**src/rtl/prog_seq_if.sv**
```systemverilog
// ============================================================================
//  Module      : prog_seq_if
//  Description : Handshake and fetch-control bundle of the program sequencer.
//                master modport = sequencer side, slave modport = bench/fetch
//                side.
//  Signals     : Start (bench -> seq), Halt_in (fetch -> seq),
//                Core_init, Load_pc, Start_addr[PC_W], ProgState[2], Busy,
//                Ack, Timeout, Cycle_count[WDOG_W] (seq -> bench/fetch)
//  Revision    : 1.0  initial release
// ============================================================================
`default_nettype none

interface prog_seq_if #(
  parameter int PC_W   = 10,
  parameter int WDOG_W = 16
) ();
  logic              Start;
  logic              Halt_in;
  logic              Core_init;
  logic              Load_pc;
  logic [PC_W-1:0]   Start_addr;
  logic [1:0]        ProgState;
  logic              Busy;
  logic              Ack;
  logic              Timeout;
  logic [WDOG_W-1:0] Cycle_count;

  modport master (
    input  Start, Halt_in,
    output Core_init, Load_pc, Start_addr, ProgState, Busy, Ack, Timeout,
           Cycle_count
  );

  modport slave (
    output Start, Halt_in,
    input  Core_init, Load_pc, Start_addr, ProgState, Busy, Ack, Timeout,
           Cycle_count
  );
endinterface

`default_nettype wire

```
**src/rtl/prog_sequencer.sv**
```systemverilog
// ============================================================================
//  Module      : prog_sequencer
//  Description : Run controller for the fetch unit. Steps through up to three
//                stored programs: holds fetch in init, pulses a PC load with
//                the program base address, releases the core, waits for Halt
//                (or a watchdog abort) and reports Ack back to the bench.
//  Ports       : CLK     - clock, all state changes on posedge
//                Init_n  - synchronous active-low reset
//                bus     - prog_seq_if.master
//                  Start       in   bench request (high = load/hold, low = go)
//                  Halt_in     in   halt flag from fetch unit
//                  Core_init   out  1 = fetch frozen
//                  Load_pc     out  one-cycle PC load strobe
//                  Start_addr  out  base address of current program
//                  ProgState   out  current program index 0..2
//                  Busy        out  1 while the program runs
//                  Ack         out  1 when the program finished or aborted
//                  Timeout     out  1 with Ack when the watchdog forced exit
//                  Cycle_count out  run length of the last program
//  Options     : PROG_SEQ_CYCLE_CNT_EN - when defined, Cycle_count captures
//                the number of RUN cycles of the last program; otherwise it
//                is tied to zero and no register is built.
//  Revision    : 1.0  initial release
// ============================================================================
`default_nettype none

module prog_sequencer #(
  parameter int                PC_W       = 10,
  parameter logic [PC_W-1:0]   P0_BASE    = 10'd0,
  parameter logic [PC_W-1:0]   P1_BASE    = 10'd128,
  parameter logic [PC_W-1:0]   P2_BASE    = 10'd256,
  parameter int                WDOG_W     = 16,
  parameter logic [WDOG_W-1:0] WDOG_LIMIT = 16'hFFFF
) (
  input  wire logic  CLK,
  input  wire logic  Init_n,
  prog_seq_if.master bus
);

  typedef enum logic [2:0] {
    S_IDLE = 3'd0,
    S_LOAD = 3'd1,
    S_HOLD = 3'd2,
    S_RUN  = 3'd3,
    S_DONE = 3'd4
  } state_t;

  // Watchdog value seen on the last permitted RUN cycle.
  localparam logic [WDOG_W-1:0] c_wdog_last = WDOG_LIMIT - 1'b1;

  state_t            r_state;
  logic [1:0]        r_prog_state;
  logic              r_core_init;
  logic              r_load_pc;
  logic              r_busy;
  logic              r_ack;
  logic              r_timeout;
  logic [WDOG_W-1:0] r_wdog;
  logic [WDOG_W-1:0] w_wdog_next;
  logic [PC_W-1:0]   w_start_addr;
  logic              w_run_exit;

`ifdef PROG_SEQ_CYCLE_CNT_EN
  logic [WDOG_W-1:0] r_cycle_count;
`endif

  // Saturating increment: the watchdog never wraps back to zero in RUN.
  assign w_wdog_next = (r_wdog == {WDOG_W{1'b1}}) ? r_wdog : r_wdog + 1'b1;

  // Halt has priority over the watchdog limit; both leave RUN.
  assign w_run_exit = bus.Halt_in || (r_wdog == c_wdog_last);

  always_comb begin
    w_start_addr = P0_BASE;
    case (r_prog_state)
      2'd0:    w_start_addr = P0_BASE;
      2'd1:    w_start_addr = P1_BASE;
      default: w_start_addr = P2_BASE;
    endcase
  end

  always_ff @(posedge CLK) begin
    if (!Init_n) begin
      r_state      <= S_IDLE;
      r_prog_state <= 2'd0;
      r_core_init  <= 1'b1;
      r_load_pc    <= 1'b0;
      r_busy       <= 1'b0;
      r_ack        <= 1'b0;
      r_timeout    <= 1'b0;
      r_wdog       <= '0;
`ifdef PROG_SEQ_CYCLE_CNT_EN
      r_cycle_count <= '0;
`endif
    end else begin
      case (r_state)
        S_IDLE: begin
          if (bus.Start) begin
            r_state   <= S_LOAD;
            r_load_pc <= 1'b1;
          end
        end

        S_LOAD: begin
          r_state   <= S_HOLD;
          r_load_pc <= 1'b0;
        end

        S_HOLD: begin
          if (!bus.Start) begin
            r_state     <= S_RUN;
            r_core_init <= 1'b0;
            r_busy      <= 1'b1;
            r_wdog      <= '0;
          end
        end

        S_RUN: begin
          r_wdog <= w_wdog_next;
          if (w_run_exit) begin
            r_state      <= S_DONE;
            r_core_init  <= 1'b1;
            r_busy       <= 1'b0;
            r_ack        <= 1'b1;
            r_timeout    <= !bus.Halt_in;
            r_prog_state <= (r_prog_state == 2'd2) ? 2'd0 : r_prog_state + 2'd1;
`ifdef PROG_SEQ_CYCLE_CNT_EN
            // Includes the exit cycle itself, i.e. total cycles spent in RUN.
            r_cycle_count <= w_wdog_next;
`endif
          end
        end

        S_DONE: begin
          if (bus.Start) begin
            r_state   <= S_LOAD;
            r_load_pc <= 1'b1;
            r_ack     <= 1'b0;
            r_timeout <= 1'b0;
          end
        end

        default: begin
          r_state     <= S_IDLE;
          r_core_init <= 1'b1;
          r_load_pc   <= 1'b0;
          r_busy      <= 1'b0;
          r_ack       <= 1'b0;
          r_timeout   <= 1'b0;
        end
      endcase
    end
  end

  assign bus.Core_init  = r_core_init;
  assign bus.Load_pc    = r_load_pc;
  assign bus.Start_addr = w_start_addr;
  assign bus.ProgState  = r_prog_state;
  assign bus.Busy       = r_busy;
  assign bus.Ack        = r_ack;
  assign bus.Timeout    = r_timeout;

`ifdef PROG_SEQ_CYCLE_CNT_EN
  assign bus.Cycle_count = r_cycle_count;
`else
  assign bus.Cycle_count = '0;
`endif

endmodule

`default_nettype wire

```
**src/flat_wrapper.sv**
```systemverilog
// flat-port wrapper written by rule: the top's interface ports become plain ports
module prog_sequencer_flat 
#(
  parameter int                PC_W       = 10,
  parameter logic [PC_W-1:0]   P0_BASE    = 10'd0,
  parameter logic [PC_W-1:0]   P1_BASE    = 10'd128,
  parameter logic [PC_W-1:0]   P2_BASE    = 10'd256,
  parameter int                WDOG_W     = 16,
  parameter logic [WDOG_W-1:0] WDOG_LIMIT = 16'hFFFF
)
  (CLK, Init_n, bus_Start, bus_Halt_in, bus_Core_init, bus_Load_pc, bus_Start_addr, bus_ProgState, bus_Busy, bus_Ack, bus_Timeout, bus_Cycle_count);
  prog_seq_if #(.PC_W(PC_W), .WDOG_W(WDOG_W)) bus_i ();
  input  wire logic CLK;
  input  wire logic Init_n;
  input wire logic [$bits(bus_i.Start)-1:0] bus_Start;
  input wire logic [$bits(bus_i.Halt_in)-1:0] bus_Halt_in;
  output wire logic [$bits(bus_i.Core_init)-1:0] bus_Core_init;
  output wire logic [$bits(bus_i.Load_pc)-1:0] bus_Load_pc;
  output wire logic [$bits(bus_i.Start_addr)-1:0] bus_Start_addr;
  output wire logic [$bits(bus_i.ProgState)-1:0] bus_ProgState;
  output wire logic [$bits(bus_i.Busy)-1:0] bus_Busy;
  output wire logic [$bits(bus_i.Ack)-1:0] bus_Ack;
  output wire logic [$bits(bus_i.Timeout)-1:0] bus_Timeout;
  output wire logic [$bits(bus_i.Cycle_count)-1:0] bus_Cycle_count;
  assign bus_i.Start = bus_Start;
  assign bus_i.Halt_in = bus_Halt_in;
  assign bus_Core_init = bus_i.Core_init;
  assign bus_Load_pc = bus_i.Load_pc;
  assign bus_Start_addr = bus_i.Start_addr;
  assign bus_ProgState = bus_i.ProgState;
  assign bus_Busy = bus_i.Busy;
  assign bus_Ack = bus_i.Ack;
  assign bus_Timeout = bus_i.Timeout;
  assign bus_Cycle_count = bus_i.Cycle_count;
  prog_sequencer #(.PC_W(PC_W), .P0_BASE(P0_BASE), .P1_BASE(P1_BASE), .P2_BASE(P2_BASE), .WDOG_W(WDOG_W), .WDOG_LIMIT(WDOG_LIMIT)) u_core (.CLK(CLK), .Init_n(Init_n), .bus(bus_i));
endmodule
```
**config.mk**
```make
export PLATFORM = sky130hd
export DESIGN_NAME = prog_sequencer_flat
export DESIGN_NICKNAME = d
export VERILOG_FILES = /design/src/rtl/prog_seq_if.sv /design/src/rtl/prog_sequencer.sv /design/src/flat_wrapper.sv
export SDC_FILE = /design/constraint.sdc
export NUM_CORES = 1
export LEC_CHECK = 0
export CORE_UTILIZATION = 30
export CTS_CLUSTER_DIAMETER = 30
export DETAILED_ROUTE_END_ITERATION = 7
export PLACE_DENSITY = 0.52
export SLEW_MARGIN = 10
export SYNTH_ARGS = -nofsm -noshare
export SYNTH_HDL_FRONTEND = slang
export SYNTH_SLANG_ARGS = --single-unit
```
**constraint.sdc**
```tcl
create_clock -name CLK -period 2.4 [get_ports CLK]
set_input_delay 0.48 -clock CLK [delete_from_list [all_inputs] [get_ports CLK]]
set_output_delay 0.48 -clock CLK [all_outputs]
set_load 0.05 [all_outputs]
```
==> results.json, run 1 <==
{
  "clkSlewWorstSetupHoldPaths_ns": 0.10,
  "netlist.top_cell.by_area": "sky130_fd_sc_hd__dfxtp_1",
  "vias_in_the_first_global_route": 1010,
  "synth.distinct_cells": 48,
  "post_cts_hold_buffer_count": 0,
  "number_of_flops_mapped_to_enable_cells_by_yosys": 0,
  "drv.max_cap_violation_count": 0,
  "area_growth_syn_to_layout_pct": 10.4,
  "final_min_period_over_clock_period": 0.883,
  "yosysMostFrequentCell": "sky130_fd_sc_hd__buf_4",
  "chip_width_um": 74,
  "overflow_after_grt": 0,
  "floorplan.die_area_um2": 5480,
  "timing.final.setup_violations": 0,
  "post-route-min-period_ns": 2.12,
  "die_y_um": 74,
  "start_util": 0.321,
  "maximum_clock_skew_at_final_layout_ns": 0.00311,
  "nets": 201,
  "finalNonFillerCells": 261,
  "finalMaxSlewViolations": 0,
  "fin_setup_tns_ns": 0,
  "critical_path_arrival_ns": 1.64,
  "fillers": 499,
  "grt_util_all_layers": 0.109,
  "grt_first_pass_wirelength_mm": 4.67,
  "diodes": 0,
  "drt_pass1_iterations": 4,
  "route.detailed.drc": 0,
  "status": "complete, no violations",
  "synth-seq-cells": 26,
  "ant_nets": 0,
  "cts.sinks": 26,
  "drt_wl_total_mm": 2.81,
  "detail_route.iter0.violations": 37,
  "yosysTopAreaCellShare": 0.335,
  "cts_root_buf": "sky130_fd_sc_hd__clkbuf_8",
  "worstPathRequired_ns": 1.92,
  "critPathKind": "flip-flop to primary output",
  "ys_async_sr_fraction": 0,
  "dr_total_vias": 1161,
  "avgViaCountPerCell": 4.45,
  "post_route_cells_drive_above_1_share": 0.108,
  "tritoncts": "built",
  "synth_warnings": 0,
  "tritoncts.num_buffers": 3,
  "ys_top_cells_by_area": "sky130_fd_sc_hd__dfxtp_1 (33%), sky130_fd_sc_hd__buf_4 (13%), sky130_fd_sc_hd__xnor2_1 (5.6%)",
  "insertion_delay_to_the_later_sink_of_the_worst_skew_pair_ns": 0.27,
  "synth_area_per_cell_um2": 8.59,
  "port-buffer-count": 12,
  "static-leakage-power_nw": 0.647,
  "synthFlopType": "sky130_fd_sc_hd__dfxtp_1",
  "clock_tree.htree_level_count": 1,
  "finalCoreUtilization": 0.354,
  "timing_hold_violations_final": 0,
  "drt-wirelength-per-cell_um": 10.8,
  "max_clock_freq_ghz": 0.472,
  "placement.setup.worst_slack_ns": 0.231,
  "dp_cells": 257,
  "post_cts_resize_count": 0,
  "rsz0062_at_grt": "no",
  "grt_start_max_net_pins": 16,
  "mappedNetlistArea_um2": 1560,
  "timing.critical_path.from_type": "flip-flop",
  "pin_count": 37,
  "gp_routability_congestion": 0.750,
  "syn-instance-count": 181,
  "worst_setup_path_end_kind": "primary output",
  "holdCritPathClass": "flip-flop to flip-flop",
  "worst_pin_slew_ns": 0.518,
  "clock_path_buffers": 2,
  "grt_antenna_before_repair": 0,
  "cellPowerDensity_nw_per_um2": 545,
  "peakVddDrop_v": 0.000213,
  "total_power_uw": 935,
  "post_cts_buffers": 0,
  "synth.top_cells.by_count": "sky130_fd_sc_hd__buf_4 (27), sky130_fd_sc_hd__dfxtp_1 (26), sky130_fd_sc_hd__nor2_1 (20), sky130_fd_sc_hd__nand2_1 (15), sky130_fd_sc_hd__xnor2_1 (10)",
  "number_of_rows_in_the_core_area": 25,
  "final.setup.worst_slack_ns": 0.282,
  "maxSlewHeadroom": 0.652,
  "synth_seq_area_share": 0.335,
  "core_area_um2": 4850,
  "slack_of_the_worst_reg_to_reg_path_ns": 0.56,
  "post-dp-hpwl_mm": 2.14,
  "critPathMaxFanout": 4
}
state kept, by name (all words and copies together), names as in the netlist:
signal                count
u_core.bus.ProgState      2
u_core.bus.Timeout        1
u_core.r_wdog            16
u_core.bus.Load_pc        1
u_core.bus.Ack            1
u_core.bus.Core_init      1
u_core.r_state            3
u_core.bus.Busy           1
kinds of logic (layout without fill, tap and decap cells):
logic type | after synthesis | count (layout) | synth area share
xor gates and xnor gates | 14 | 14 | 0.0788
buffers and inverters | 36 | 26 | 0.157
adders and majority gates | 2 | 2 | 0.0161
and+or+nand+nor | 75 | 75 | 0.299
AOI/OAI and AO/OA | 26 | 26 | 0.105
other | 1 | 24 | 0.00241
muxes | 1 | 1 | 0.00724
DFF | 26 | 26 | 0.335
placed cells by master, fill, tap and decap left out, drive strengths merged, types with 2 or more instances in the layout:
master         instances
xor2                   4
a211oi                 2
ha                     2
dfxtp                 26
nor4                   2
clkbuf                 4
a21oi                  8
or3                    2
nand2                 15
nand4                 10
nand3                  6
a21boi                 5
conb                  24
o21ai                  6
and3                   2
nor2                  20
and2                   2
nor2b                  2
inv                    4
nand3b                 2
xnor2                 10
clkdlybuf4s50         12
buf                    6
path summary, 6_finish.rpt:
kind,from,endpoint,cells after the start
setup / recovery,u_core.bus.ProgState[0]$_SDFFE_PN0P_,bus_Start_addr[7],2
hold / removal,u_core.bus.Timeout$_SDFFE_PN0P_,u_core.bus.Timeout$_SDFFE_PN0P_,2
setup reg to reg,u_core.r_wdog[1]$_SDFFE_PN0P_,u_core.r_wdog[15]$_SDFFE_PN0P_,6
hold reg to reg,u_core.bus.Timeout$_SDFFE_PN0P_,u_core.bus.Timeout$_SDFFE_PN0P_,2
through the flow:
stage	cell area [um2]	hold slack, ns
after floorplan	1640	0.471
after global placement	1660	0.441
after detailed placement	1660	0.447
after CTS	1720	0.465
after global routing	1720	0.486
final	1720	0.459
worst max-delay path: stages (launching register included):
cell and delay [ns]:
sky130_fd_sc_hd__dfxtp_1 0.36, sky130_fd_sc_hd__nor2b_1 0.18, sky130_fd_sc_hd__clkdlybuf4s50_1 0.82
per-layer routing:
layer | wire (um) | global-route usage | up-vias | share of wire
li1 | - | - | 603 | -
met1 | 1460 | 0.162 | 523 | 0.52
met2 | 1220 | 0.160 | 31 | 0.44
met3 | 89 | 0.0203 | 4 | 0.032
met4 | 34 | 0.0321 | 0 | 0.012
met5 | 0 | 0 | - | 0
power breakdown:
| part | switching [mW] | internal (mW) |
|---|---|---|
| sequential | 0.0146 | 0.442 |
| clock | 0.148 | 0.147 |
| combinational | 0.143 | 0.0398 |
layout make-up:
| class | count | area [um2] | share of cell area |
|---|---|---|---|
| Tap cell | 67 | 83.8 | 0.0488 |
| Multi-Input combinational cell | 142 | 877 | 0.511 |
| Clock buffer | 4 | 55.1 | 0.0321 |
| Sequential cell | 26 | 520 | 0.303 |
| Timing Repair Buffer | 18 | 165 | 0.0962 |
| Inverter | 4 | 15.0 | 0.00875 |
(Power assumes the default switching activity.)
==> run 2: changes to the inputs <==
--- a/config.mk
+++ b/config.mk
@@ -5,10 +5,11 @@
 export SDC_FILE = /design/constraint.sdc
 export NUM_CORES = 1
 export LEC_CHECK = 0
-export CORE_UTILIZATION = 30
+export CORE_UTILIZATION = 40
 export CTS_CLUSTER_DIAMETER = 30
 export DETAILED_ROUTE_END_ITERATION = 7
-export PLACE_DENSITY = 0.52
+export PLACE_DENSITY = 0.66
+export SKIP_CTS_REPAIR_TIMING = 1
 export SLEW_MARGIN = 10
 export SYNTH_ARGS = -nofsm -noshare
 export SYNTH_HDL_FRONTEND = slang
==> results.json, run 2 (synthesis results as in run 1) <==
{
  "floorplan.die_area_um2": 4140,
  "vias_in_the_first_global_route": 991,
  "cts.sinks": 26,
  "ant_nets": 0,
  "tritoncts.num_buffers": 3,
  "route.detailed.drc": 0,
  "detail_route.iter0.violations": 68,
  "timing.critical_path.slowest_stage_cell": "sky130_fd_sc_hd__clkdlybuf4s50_1",
  "diodes": 0,
  "clkSlewWorstSetupHoldPaths_ns": 0.08,
  "worst_pin_slew_ns": 0.506,
  "max_clock_freq_ghz": 0.475,
  "status": "complete, no violations",
  "area_growth_syn_to_layout_pct": 7.48,
  "total_power_uw": 878,
  "tritoncts": "built",
  "start_util": 0.422,
  "peakVddDrop_v": 0.000191,
  "drv.max_cap_violation_count": 0,
  "fin_worst_hold_slack_ns": 0.454,
  "post_route_cells_drive_above_1_share": 0.0990,
  "maxSlewHeadroom": 0.661,
  "mostFrequentLayoutCells": "sky130_fd_sc_hd__dfxtp_1 (26), sky130_fd_sc_hd__conb_1 (24), sky130_fd_sc_hd__nor2_1 (20)",
  "largest_reg_flops": 16,
  "timing.critical_path.from_type": "flip-flop",
  "number_of_rows_in_the_core_area": 22,
  "gp_routability_congestion": 0.776,
  "avgViaCountPerCell": 4.81,
  "dr_total_vias": 1155,
  "critPathMaxFanout": 4,
  "nets": 200,
  "finalMaxSlewViolations": 0,
  "drt_wl_total_mm": 2.64,
  "insertion_delay_to_the_later_sink_of_the_worst_skew_pair_ns": 0.26,
  "port-buffer-count": 12,
  "core_area_um2": 3690,
  "finalNonFillerCells": 240,
  "pin_count": 37,
  "grt_start_max_net_pins": 16,
  "drt-wirelength-per-cell_um": 11.0,
  "grt_util_all_layers": 0.135,
  "rsz0062_at_grt": "no",
  "r2r-start": "u_core.r_wdog[0]$_SDFFE_PN0P_",
  "maximum_clock_skew_at_final_layout_ns": 0.00145,
  "cp-startpoint": "u_core.bus.ProgState[0]$_SDFFE_PN0P_",
  "fin_setup_tns_ns": 0,
  "final_min_period_over_clock_period": 0.877,
  "critPathKind": "flip-flop to primary output",
  "cell_by_cell_trace_of_the_critical_path": "nor2b_1, clkdlybuf4s50_1",
  "critical_path.max_stage_delay_ns": 0.82,
  "drt_pass1_iterations": 4,
  "timing_hold_violations_final": 0,
  "cts_root_buf": "sky130_fd_sc_hd__clkbuf_8",
  "static-leakage-power_nw": 0.635,
  "worstPathRequired_ns": 1.92,
  "timing.final.setup_violations": 0,
  "clock_tree.htree_level_count": 1,
  "holdCritPathClass": "flip-flop to flip-flop",
  "post-route-min-period_ns": 2.10,
  "dp_cells": 237,
  "top_register": "u_core.r_wdog",
  "worst_setup_path_end_kind": "primary output",
  "clock_path_buffers": 2,
  "cellPowerDensity_nw_per_um2": 525,
  "die_y_um": 64.4,
  "commonest_non_fill_non_tap_cell_in_the_layout": "sky130_fd_sc_hd__dfxtp_1",
  "grt_antenna_before_repair": 0,
  "overflow_after_grt": 0,
  "grt_first_pass_wirelength_mm": 4.41,
  "post-dp-hpwl_mm": 2.04,
  "critical_path_arrival_ns": 1.62,
  "chip_width_um": 64.4,
  "worstHoldStart": "u_core.bus.Timeout$_SDFFE_PN0P_"
}
## run 2: worst paths after layout
kind                                     endpoint  slack (ns)  depth (start not counted)
hold / removal    u_core.bus.Timeout$_SDFFE_PN0P_        0.45                          2
hold reg to reg   u_core.bus.Timeout$_SDFFE_PN0P_        0.45                          2
setup reg to reg   u_core.r_wdog[15]$_SDFFE_PN0P_        0.56                          6
setup / recovery                bus_Start_addr[7]        0.30                          2
## run 2: critical path: cells and delay by family, from the launching register on
family | cells | cell delay (ns)
buf+inv | 1 | 0.82
flops | 1 | 0.36
simple gates | 1 | 0.18
## run 2: layout make-up
cell class / count / area (um2)
fillers: 382 / 2020
repair buffers: 17 / 158
multi-input cells: 142 / 877
clock buffers: 3 / 41.3
well taps: 48 / 60.1
flip-flops and latches: 26 / 520
inverters: 4 / 15.0
## run 2: stage by stage
stage | setup slack (ns) | util | instance area (um2)
detailed placement | 0.218 | 0.442 | 1630
global placement | 0.250 | 0.442 | 1630
floorplan | 0.474 | - | 1640
global route | 0.195 | 0.453 | 1670
finish | 0.295 | 0.453 | 1670
CTS | 0.268 | 0.453 | 1670
## run 2: report_power, final
group          total (mW)  switching (mW)  leakage, nW  internal, mW
registers           0.457          0.0148        0.210         0.442
clock network       0.238           0.126       0.0216         0.112
logic               0.183           0.143        0.403        0.0397
total               0.878           0.284        0.635         0.594
## run 2: layer usage
layer  global-route usage  share of wire  vias up
li1                     -              -      598
met1                0.183           0.51      524
met2                0.212           0.45       31
met3               0.0161          0.025        2
met4               0.0583          0.010        0
met5                    0              0        -
